===== src/rtl/contador_a_pkg.sv =====
// Shared definitions for the contador_a counter: operation codes and default width.
package contador_a_pkg;

    localparam int WIDTH_DEF = 4;

    typedef enum logic [1:0] {
        MODO_UP   = 2'b00,
        MODO_DN1  = 2'b01,
        MODO_DN3  = 2'b10,
        MODO_LOAD = 2'b11
    } modo_e;

endpackage


===== src/rtl/contador_a_next.sv =====
// Next-state rule table for contador_a: {next_q, wrap} from (q, modo, d).
// Latency: combinational, no state.
// Backpressure: none; the caller decides whether to apply the result.
module contador_next
    import contador_a_pkg::*;
#(
    parameter int WIDTH = WIDTH_DEF
) (
    input  logic [WIDTH-1:0] q,
    input  logic [1:0]       modo,
    input  logic [WIDTH-1:0] d,
    output logic [WIDTH-1:0] next_q,
    output logic             wrap
);

    // Two guard bits so a 3 subtrahend still produces a borrow when WIDTH=1.
    localparam int DW = WIDTH + 2;

    logic [DW-1:0] q_ext;
    logic [DW-1:0] res;

    assign q_ext = {2'b00, q};

    always_comb begin
        res    = q_ext;
        next_q = q;
        wrap   = 1'b0;
        case (modo)
            MODO_UP: begin
                res    = q_ext + DW'(1);
                next_q = res[WIDTH-1:0];
                wrap   = res[WIDTH];
            end
            MODO_DN1: begin
                res    = q_ext - DW'(1);
                next_q = res[WIDTH-1:0];
                wrap   = res[DW-1];
            end
            MODO_DN3: begin
                res    = q_ext - DW'(3);
                next_q = res[WIDTH-1:0];
                wrap   = res[DW-1];
            end
            MODO_LOAD: begin
                next_q = d;
                wrap   = 1'b0;
            end
            default: begin
                next_q = q;
                wrap   = 1'b0;
            end
        endcase
    end

endmodule


===== src/rtl/contador_a.sv =====
// Loadable up/down-1/down-3 counter with one-cycle ripple-carry-out on every wrap.
// Latency: 1 cycle from sampled inputs to Q/rco.
// Backpressure: none; enable=0 holds Q and forces rco low.
module contador_a
    import contador_a_pkg::*;
#(
    parameter int WIDTH = WIDTH_DEF
) (
    input  logic             clk,
    input  logic             reset_L,
    input  logic             enable,
    input  logic [1:0]       modo,
    input  logic [WIDTH-1:0] D,
    output logic [WIDTH-1:0] Q,
    output logic             rco
);

    logic [WIDTH-1:0] q_q, q_d;
    logic             rco_q, rco_d;
    logic [WIDTH-1:0] nxt_q;
    logic             nxt_wrap;

    contador_next #(.WIDTH(WIDTH)) u_next (
        .q      (q_q),
        .modo   (modo),
        .d      (D),
        .next_q (nxt_q),
        .wrap   (nxt_wrap)
    );

    // rco is recomputed every cycle so it can never stretch past one edge.
    always_comb begin
        q_d   = q_q;
        rco_d = 1'b0;
        if (enable) begin
            q_d   = nxt_q;
            rco_d = nxt_wrap;
        end
    end

    always_ff @(posedge clk or negedge reset_L) begin
        if (!reset_L) begin
            q_q   <= '0;
            rco_q <= 1'b0;
        end else begin
            q_q   <= q_d;
            rco_q <= rco_d;
        end
    end

    assign Q   = q_q;
    assign rco = rco_q;

endmodule


===== config.mk =====
export PLATFORM = sky130hd
export DESIGN_NAME = contador_a
export DESIGN_NICKNAME = d
export VERILOG_FILES = /design/src/rtl/contador_a_pkg.sv /design/src/rtl/contador_a_next.sv /design/src/rtl/contador_a.sv
export SDC_FILE = /design/constraint.sdc
export NUM_CORES = 1
export LEC_CHECK = 0
export BUFFER_PORTS_ARGS = -buffer_cell sky130_fd_sc_hd__buf_2
export CAP_MARGIN = 20
export CORE_AREA = 2 2 39 41
export DETAILED_ROUTE_END_ITERATION = 10
export DIE_AREA = 0 0 41 43
export SLEW_MARGIN = 5
export SYNTH_ARGS = -nofsm -noshare
export SYNTH_HDL_FRONTEND = slang
export SYNTH_SLANG_ARGS = --single-unit

===== constraint.sdc =====
create_clock -name clk -period 1.55 [get_ports clk]
set_clock_uncertainty 0.05 [all_clocks]
set_input_delay 0.3875 -clock clk [delete_from_list [all_inputs] [get_ports clk]]
set_output_delay 0.3875 -clock clk [all_outputs]
set_load 0.1 [all_outputs]

==> results.sh <==
export IMPL_htree_levels=1
export IMPL_layout_common_cells="buf_2, nor2_1, nand3_1, buf_12"
export IMPL_grt_max_degree=14
export IMPL_max_cap_violations=0
export IMPL_nNetsFinal=75
export IMPL_cts_buffers=3
export IMPL_die_y_um=43
export IMPL_dr_pass1_iters=3
export IMPL_slew_headroom=0.6808
export IMPL_avgViaCountPerCell=5.241
export IMPL_synthArstFlopShare=1.000
export IMPL_hold_path_depth=2
export IMPL_start_kind="flip-flop"
export IMPL_grt_usage=0.1343
export IMPL_antenna_cells=0
export IMPL_drt_total_wl_um=946
export IMPL_clock_sinks=5
export IMPL_ys_seq_area_frac=0.2967
export IMPL_rsz0062_at_grt="true"
export IMPL_fin_cells=79
export IMPL_setup_viol=0
export IMPL_clockBufferDepth=2
export IMPL_syn_nets=60
export IMPL_first_global_vias=388
export IMPL_first_iter_violations=7
export IMPL_synth_distinct_cells=24
export IMPL_synth_edf_count=0
export IMPL_gr_total_overflow=0
export IMPL_cp_required_ps=1620
export IMPL_r2r_end="Q[2]$_DFFE_PN0P_"
export IMPL_critPathLaunch="Q[0]$_DFFE_PN0P_"
export IMPL_vias=414
export IMPL_start_util=0.3047
export IMPL_reg2regPathDepth=5
export IMPL_synth_main_ff_cell="dfrtp_1"
export IMPL_post_route_period_util=0.9675
export IMPL_path_class="reg2reg"
export IMPL_fmax_ghz=0.6669
export IMPL_cts_tree="built"
export IMPL_critPathMaxFanout=8
export IMPL_antenna_left=0
export IMPL_ir_drop_v=0.0004581
export IMPL_grt_pass1_wl_mm=1.607
export IMPL_leakagePower_nw=0.2536
export IMPL_totalPowerFinal_w=0.0008848
export IMPL_min_path_type="in2reg"
export IMPL_worst_pin_slew_ps=482.1
export IMPL_place_area_sq_um=568.0
export IMPL_dieArea_sq_um=1763
export IMPL_row_count=14
export IMPL_dp_cells=74
export IMPL_cts_root_buf="clkbuf_4"
export IMPL_setup_tns_ps=0
export IMPL_area_growth_syn_to_layout_pct=45.10
export IMPL_final_hold_viol_count=0
export IMPL_coreArea_sq_um=1384
export IMPL_port_buffers=13
export IMPL_hp_start="enable"
export IMPL_final_common_cell="buf_2"
export IMPL_syn_inst=49
export IMPL_min_period_ps=1500
export IMPL_die_x_um=41
export IMPL_clk_pin_slew_ps=40
export IMPL_drive_gt1_frac=0.4127
export IMPL_min_to="Q[0]$_DFFE_PN0P_"
export IMPL_routedWlPerCell_um=11.97
export IMPL_slew_viol_final=0
export IMPL_syn_area_sq_um=421.7
export IMPL_outcome="completed"
export IMPL_insertion_delay_ps=240
export IMPL_ys_ff_latch=5
export IMPL_reg2reg_from="Q[0]$_DFFE_PN0P_"
export IMPL_ios=14
export IMPL_final_area_sq_um=611.8
export IMPL_ys_warn_count=0
export IMPL_r2r_slack_ps=50
export IMPL_antenna_found_initial=0
export IMPL_drc_errors=0
export IMPL_power_density_nw_per_um2=1446
export IMPL_cp_arrival_ps=1570
export IMPL_avgSynthCellArea_sq_um=8.605
export IMPL_end_kind="flip-flop"
export IMPL_place_congestion=0.8235
export IMPL_hpwl_um=641.2
cell families (layout without fill, tap and decap cells):
| family | count (synthesis) | count (layout) | share of synthesized area |
|---|---|---|---|
| AOI/OAI and AO/OA | 15 | 15 | 0.2463 |
| xor gates and xnor gates | 5 | 5 | 0.1039 |
| adders and majority gates | 2 | 2 | 0.05934 |
| buffers and inverters | 7 | 21 | 0.09199 |
| DFF | 5 | 5 | 0.2967 |
| and+or+nand+nor | 15 | 15 | 0.2018 |
Yosys cell counts (2+ instances only):
| library cell | number | area, sq um |
|---|---|---|
| o211ai_1 | 2 | 15.01 |
| inv_1 | 2 | 7.510 |
| o21ai_0 | 3 | 15.01 |
| xor2_1 | 2 | 17.52 |
| nand2_1 | 3 | 11.26 |
| a21oi_1 | 3 | 15.01 |
| dfrtp_1 | 5 | 125.1 |
| xnor2_1 | 3 | 26.28 |
| a31oi_1 | 2 | 12.51 |
| ha_1 | 2 | 25.02 |
| nand3_1 | 4 | 20.02 |
| clkbuf_1 | 2 | 7.510 |
| nor2_1 | 4 | 15.01 |
| o221a_2 | 2 | 22.52 |
worst max-delay path by stage:
stage                       endpoint  slack, ps  cells past startpoint
floorplan           Q[2]$_DFFE_PN0P_        -40                      5
global placement    Q[2]$_DFFE_PN0P_         60                      5
detailed placement  Q[2]$_DFFE_PN0P_         50                      5
CTS                 Q[2]$_DFFE_PN0P_         20                      5
global route        Q[2]$_DFFE_PN0P_        -30                      5
finish              Q[2]$_DFFE_PN0P_         50                      5
report_power, final:
part	switching [W]	internal [W]	total, W
registers	0.0000845	0.000170	0.000255
clock network	0.0000495	0.0000971	0.000147
logic	0.000285	0.000198	0.000483
total	0.000419	0.000466	0.000885
flip-flops by register name, indices dropped and copies added (netlist names):
register / cells
rco: 1
Q: 4
repair_timing:
action                                 in CTS  in global routing
setup endpoints to repair                   0                  1
hold buffers                                1                  0
resized for setup                           0                  1
setup buffers                               0                  0
endpoints found under the hold margin       5                  0
per-stage QoR:
step / setup slack [ps] / utilization / hold WS, ps
after floorplan: -42.71 / - / 41.91
after CTS: 24.05 / 0.4367 / 421.8
after detailed placement: 50.12 / 0.4105 / 153.2
final: 50.42 / 0.4421 / 432.7
after global routing: -32.61 / 0.4421 / 459.4
after global placement: 63.85 / 0.4105 / 153.6
layer usage:
layer  part of all wire  GRT usage  up-vias
li1                   -          -      209
met4                  0    0.08667        0
met2               0.54     0.2094        7
met5                  0          0        -
met3              0.037    0.03665        0
met1               0.42     0.1508      198
worst max-delay path, stage by stage (launching register included):
cell	delay [ps]
dfrtp_4	550
ha_4	210
xor2_2	150
nand3_1	100
o21a_1	110
o221a_2	220
area by class of cell:
cell class | instances | area [sq um]
sequential | 5 | 137.6
multi-input combinational | 37 | 277.8
clock buffer | 4 | 26.28
fill | 140 | 772.0
inverter | 2 | 7.507
tap | 16 | 20.02
timing repair buffer | 15 | 142.6
Power figures use the tool's default switching activity.
